### src/rtl/spell_mem_arbiter.sv
// spell_mem_arbiter
//   Shares the single spell_mem access port between the CPU core and the
//   debug/programming host. Arbitration is round-robin. dbg_lock locks the
//   CPU out. Each granted transaction is registered onto the mem_* port and
//   held there until mem_data_ready. The owner then gets a one-cycle ack with
//   the read data. If memory never answers, the access is aborted after
//   TIMEOUT_CYCLES select cycles.
//
// Ports
//   clk, rst                     clock, synchronous active-high reset
//   cpu_req/addr/wdata/type_data/write   CPU request (held until cpu_ack)
//   cpu_ack                      one-cycle completion pulse to the CPU
//   dbg_req/addr/wdata/type_data/write   debug request (held until dbg_ack)
//   dbg_ack                      one-cycle completion pulse to debug
//   dbg_lock                     1 = the CPU is never granted
//   rdata, rsp_timeout           response; valid only in the ack cycle
//   busy                         high while an access is in ACCESS or RELEASE
//   mem_select/write/type_data/addr/wdata   registered request to spell_mem
//   mem_rdata, mem_data_ready    response from spell_mem
module spell_mem_arbiter #(
  parameter int unsigned TIMEOUT_CYCLES = 255,
  parameter logic [7:0]  TIMEOUT_DATA   = 8'hFF
) (
  input  logic       clk,
  input  logic       rst,
  input  logic       cpu_req,
  input  logic [7:0] cpu_addr,
  input  logic [7:0] cpu_wdata,
  input  logic       cpu_type_data,
  input  logic       cpu_write,
  output logic       cpu_ack,
  input  logic       dbg_req,
  input  logic [7:0] dbg_addr,
  input  logic [7:0] dbg_wdata,
  input  logic       dbg_type_data,
  input  logic       dbg_write,
  output logic       dbg_ack,
  input  logic       dbg_lock,
  output logic [7:0] rdata,
  output logic       rsp_timeout,
  output logic       busy,
  output logic       mem_select,
  output logic       mem_write,
  output logic       mem_type_data,
  output logic [7:0] mem_addr,
  output logic [7:0] mem_wdata,
  input  logic [7:0] mem_rdata,
  input  logic       mem_data_ready
);

  typedef enum logic [1:0] {
    ST_IDLE    = 2'd0,
    ST_ACCESS  = 2'd1,
    ST_RELEASE = 2'd2
  } state_t;

  // The counter value seen on the last select cycle before an abort.
  localparam logic [15:0] TIMEOUT_LAST = 16'(TIMEOUT_CYCLES - 1);

  state_t      state_reg;
  logic        owner_dbg_reg;       // 1 = debug owns the current access
  logic        last_grant_dbg_reg;  // 1 = debug received the most recent grant
  logic [15:0] timeout_cnt_reg;

  logic cpu_eligible;
  logic dbg_eligible;
  logic grant_dbg;

  assign cpu_eligible = cpu_req & ~dbg_lock;
  assign dbg_eligible = dbg_req;
  // Debug wins when it is the only eligible requester. On a tie it wins
  // when the CPU had the previous grant.
  assign grant_dbg = dbg_eligible & (~cpu_eligible | ~last_grant_dbg_reg);

  always_ff @(posedge clk) begin
    if (rst) begin
      state_reg          <= ST_IDLE;
      owner_dbg_reg      <= 1'b0;
      last_grant_dbg_reg <= 1'b1;  // the CPU wins the first tie
      timeout_cnt_reg    <= 16'd0;
      cpu_ack            <= 1'b0;
      dbg_ack            <= 1'b0;
      rdata              <= 8'd0;
      rsp_timeout        <= 1'b0;
      busy               <= 1'b0;
      mem_select         <= 1'b0;
      mem_write          <= 1'b0;
      mem_type_data      <= 1'b0;
      mem_addr           <= 8'd0;
      mem_wdata          <= 8'd0;
    end else begin
      // The ack and rsp_timeout signals are single-cycle pulses.
      // The rdata signal keeps its last value.
      cpu_ack     <= 1'b0;
      dbg_ack     <= 1'b0;
      rsp_timeout <= 1'b0;

      case (state_reg)
        ST_IDLE: begin
          if (cpu_eligible || dbg_eligible) begin
            owner_dbg_reg      <= grant_dbg;
            last_grant_dbg_reg <= grant_dbg;
            timeout_cnt_reg    <= 16'd0;
            mem_select         <= 1'b1;
            busy               <= 1'b1;
            mem_write          <= grant_dbg ? dbg_write     : cpu_write;
            mem_type_data      <= grant_dbg ? dbg_type_data : cpu_type_data;
            mem_addr           <= grant_dbg ? dbg_addr      : cpu_addr;
            mem_wdata          <= grant_dbg ? dbg_wdata     : cpu_wdata;
            state_reg          <= ST_ACCESS;
          end
        end

        ST_ACCESS: begin
          // Ready is tested first. When ready and the last allowed cycle
          // coincide, the access completes normally.
          if (mem_data_ready) begin
            rdata      <= mem_rdata;
            cpu_ack    <= ~owner_dbg_reg;
            dbg_ack    <= owner_dbg_reg;
            mem_select <= 1'b0;
            state_reg  <= ST_RELEASE;
          end else if (timeout_cnt_reg == TIMEOUT_LAST) begin
            rdata       <= TIMEOUT_DATA;
            cpu_ack     <= ~owner_dbg_reg;
            dbg_ack     <= owner_dbg_reg;
            rsp_timeout <= 1'b1;
            mem_select  <= 1'b0;
            state_reg   <= ST_RELEASE;
          end else begin
            timeout_cnt_reg <= timeout_cnt_reg + 16'd1;
          end
        end

        ST_RELEASE: begin
          // This state lasts one cycle. It gives spell_mem a guaranteed
          // deselect gap and is the cycle in which the ack is visible.
          busy      <= 1'b0;
          state_reg <= ST_IDLE;
        end

        default: begin
          mem_select <= 1'b0;
          busy       <= 1'b0;
          state_reg  <= ST_IDLE;
        end
      endcase
    end
  end

endmodule

### config.mk
export PLATFORM = sky130hd
export DESIGN_NAME = spell_mem_arbiter
export DESIGN_NICKNAME = d
export VERILOG_FILES = /design/src/rtl/spell_mem_arbiter.sv
export SDC_FILE = /design/constraint.sdc
export NUM_CORES = 1
export LEC_CHECK = 0
export ABC_AREA = 0
export BUFFER_PORTS_ARGS = -buffer_cell sky130_fd_sc_hd__buf_2
export CORE_MARGIN = 4
export CORE_UTILIZATION = 35
export CTS_CLUSTER_DIAMETER = 60
export CTS_CLUSTER_SIZE = 30
export DETAILED_ROUTE_END_ITERATION = 6
export GPL_ROUTABILITY_DRIVEN = 0
export HOLD_SLACK_MARGIN = 0.15
export SLEW_MARGIN = 0
export SYNTH_ARGS = -nofsm -noshare
export SYNTH_HDL_FRONTEND = slang
export SYNTH_SLANG_ARGS = --single-unit
### constraint.sdc
create_clock -name clk -period 2.96 [get_ports clk]
set_input_delay 0.444 -clock clk [delete_from_list [all_inputs] [get_ports clk]]
set_output_delay 0.444 -clock clk [all_outputs]
set_load 0.03 [all_outputs]
==> flow_summary.yaml <==
logic_synthesis:
  synth_seq_cells: 51
  synth.mux.area_fraction: 0.0706
  synth_compound_area_frac: 0.225
  synth-simple-area-share: 0.228
  synth_xor_area_frac: 0
  synth-async-reset-ratio: 0
  synthCells: 285
  synth_edf_count: 0
  ys_types: 52
  synth_area_leader_cell: "dfxtp_1"
  ys.flop_type: "dfxtp_1"
  ys_top_cells_by_count: "51 x dfxtp_1, 34 x nor2_1, 18 x a211oi_1, 18 x mux2i_1, 15 x nand2_1"
  yosys_warnings: 0
  yosys-top-cells-area: "dfxtp_1 40%, mux2i_1 7.1%, a211oi_1 5.3%, nor2_1 5.0%, a21oi_2 2.7%"
  synth_area_um2: 2550
  synth.net_count: 337
  yosysMostFrequentCell: "dfxtp_1"
  netlist.area_leader.share: 0.400
  avgSynthCellArea_um2: 8.96
  synth_fa_ha_area_frac: 0.00980
  synth_top_family_by_area: "simple AND/OR/NAND/NOR gates"
  seq_area_frac_synth: 0.400
floorplan:
  ioPinCount: 81
  placement_rows: 30
  initial_core_util: 0.368
  core-area_um2: 6940
  dieArea_um2: 8730
  die_w_um: 93.4
  die_h_um: 93.4
setup_path:
  reg2reg_to: "rdata[6]"
  cp_max_fo: 11
  crit_buf_inv: 1
  cp-start-kind: "flop"
  slowest_delay_ns: 0.93
  required_ns: 3.12
  ff2ff_path_depth: 6
  worstSetupPathType: "reg -> reg"
  path_delay_family: "compound AO/OA/AOI/OAI gates"
  cp_slowest_cell: "o21ai_1"
  reg2reg_slack_ns: 0.60
  worstPathArrival_ns: 2.52
  end_kind: "flop"
  r2r_start: "timeout_cnt_reg[0]"
  cp_cell_sequence: "inv_1 > ha_1 > nor4b_1 > and4_1 > o21ai_1 > a21oi_2"
cts:
  clockBufferDepth: 2
  cts_buffers: 5
  cts.root.buffer_cell: "clkbuf_8"
  cts_tree: "done"
  post_cts_buffers: 0
  clkTransAtPathRegs_ns: 0.09
  cts_hold_buf: 0
  h-tree-depth: 2
  clock_sinks: 51
  clkLatencyLatePin_ns: 0.30
  cts_resized: 0
global_route:
  grt_pass1_vias: 2291
  grt_pass1_wl_um: 10700
  grt_max_degree: 46
  grt_overflow: 0
  antenna_found_initial: 0
  grt_use_total: 0.148
finish:
  drive_above_1_share: 0.311
  diodes: 0
  nets: 408
  stdcell_count: 453
  largest_reg_flops: 16
  fill_cells: 699
  area.growth.synth_to_final_pct: 21.0
place:
  pre_cts_ws_ns: 0.566
  place_hpwl_um: 4550
  placed_cells: 445
  numPortBuffers: 80
routing:
  avgRoutedWirePerCell_um: 14.0
  drt_pass1_iterations: 4
  wirelength_um: 6360
  num_vias: 2389
  ant_nets: 0
  drt_iter0_markers: 163
  route.detailed.drc: 0
  via_per_inst: 5.27
pwr:
  power_density_nw_per_um2: 487
  p_leak_nw: 1.25
  ir_drop_mv: 0.222
timing:
  setup-violations-final: 0
  setup_tns_ns: 0
  finalClockSkew_ns: 0.00776
  slew_headroom: 0.231
  hold_viol_final: 0
  setup_ws_ns: 0.600
  max_freq_mhz: 424
  rsz0062_at_grt: "false"
  fin_crit_sh: 0.797
  slew_violations: 0
  fin_crit_ns: 2.36
  worst_pin_slew_ns: 1.15
  whs_ns: 0.411
min_path:
  min-delay-start: "mem_rdata[7]"
  hold_depth: 3
  min_to: "rdata[7]"
  hold_path_class: "in -> reg"
outcome:
  status: "complete, no violations"
run:
  maxCapViolCount: 0
## layer usage
layer	up-vias	share of wire	track usage
met5	-	0	0
met4	0	0.014	0.0427
met3	12	0.091	0.0434
met2	96	0.44	0.237
met1	1078	0.45	0.193
li1	1203	-	-
## worst register-to-register path: cells and delay by family, from the launching register on
| kind | cells | cell delay [ns] |
|---|---|---|
| flops | 1 | 0.41 |
| simple gates | 2 | 0.46 |
| compound gates | 2 | 1.04 |
| fa+ha+maj | 1 | 0.21 |
| buf+inv | 1 | 0.10 |
## area by class of cell
type	instances	area, um^2	area share
multi-input cells	199	1360	0.441
clock inverters	1	8.76	0.00284
flip-flops and latches	51	1020	0.330
clock buffers	7	86.3	0.0279
inverters	14	52.6	0.0170
well taps	96	120	0.0389
repair buffers	85	438	0.142
## kinds of logic after synthesis
kind of cell,after synthesis
adders and majority gates,2
muxes,18
DFF,51
AOI/OAI and AO/OA,71
buffers and inverters,35
and+or+nand+nor,108
## stage by stage
step	area, um^2	utilization	total power, W
floorplan	2550	-	0.000997
global placement	2990	0.431	0.00110
detailed placement	2990	0.431	0.00110
CTS	3090	0.445	0.00153
global route	3090	0.445	0.00159
finish	3090	0.445	0.00150
## layout by cell type, fill, tap and decap left out, drive strengths merged, types with 2 or more instances in the layout
cell type   n
buf        85
nand2      16
clkbuf      7
a31oi       2
clkinv      2
nand4      11
mux2i      18
o211ai      6
nor4        7
a21oi      15
a311oi      2
or3         5
and4        2
o311ai      4
ha          2
or4         2
nand3      13
nor2       34
nor2b       4
nor4b       2
nor3        5
o21a        2
dfxtp      51
inv        13
a211oi     18
o31ai      10
o21ai       4
o221ai      4
## power breakdown
| part | switching (W) | internal, W | total (W) | leakage (nW) |
|---|---|---|---|---|
| logic | 0.000216 | 0.000112 | 0.000329 | 0.786 |
| registers | 0.0000240 | 0.000730 | 0.000754 | 0.418 |
| clock network | 0.000229 | 0.000192 | 0.000421 | 0.0484 |
| total | 0.000470 | 0.00103 | 0.00150 | 1.25 |
## worst max path at each step
stage | cells past startpoint | slack, ns | startpoint | end
4_1_cts | 6 | 0.59 | timeout_cnt_reg[0] | rdata[6]
3_3_place_gp | 6 | 0.65 | timeout_cnt_reg[0] | rdata[0]
2_1_floorplan | 7 | 1.21 | timeout_cnt_reg[0] | timeout_cnt_reg[2]
5_1_grt | 6 | 0.33 | timeout_cnt_reg[0] | dbg_ack
3_5_place_dp | 6 | 0.57 | timeout_cnt_reg[0] | rdata[6]
6_report | 6 | 0.60 | timeout_cnt_reg[0] | rdata[6]
(Power assumes the default switching activity.)
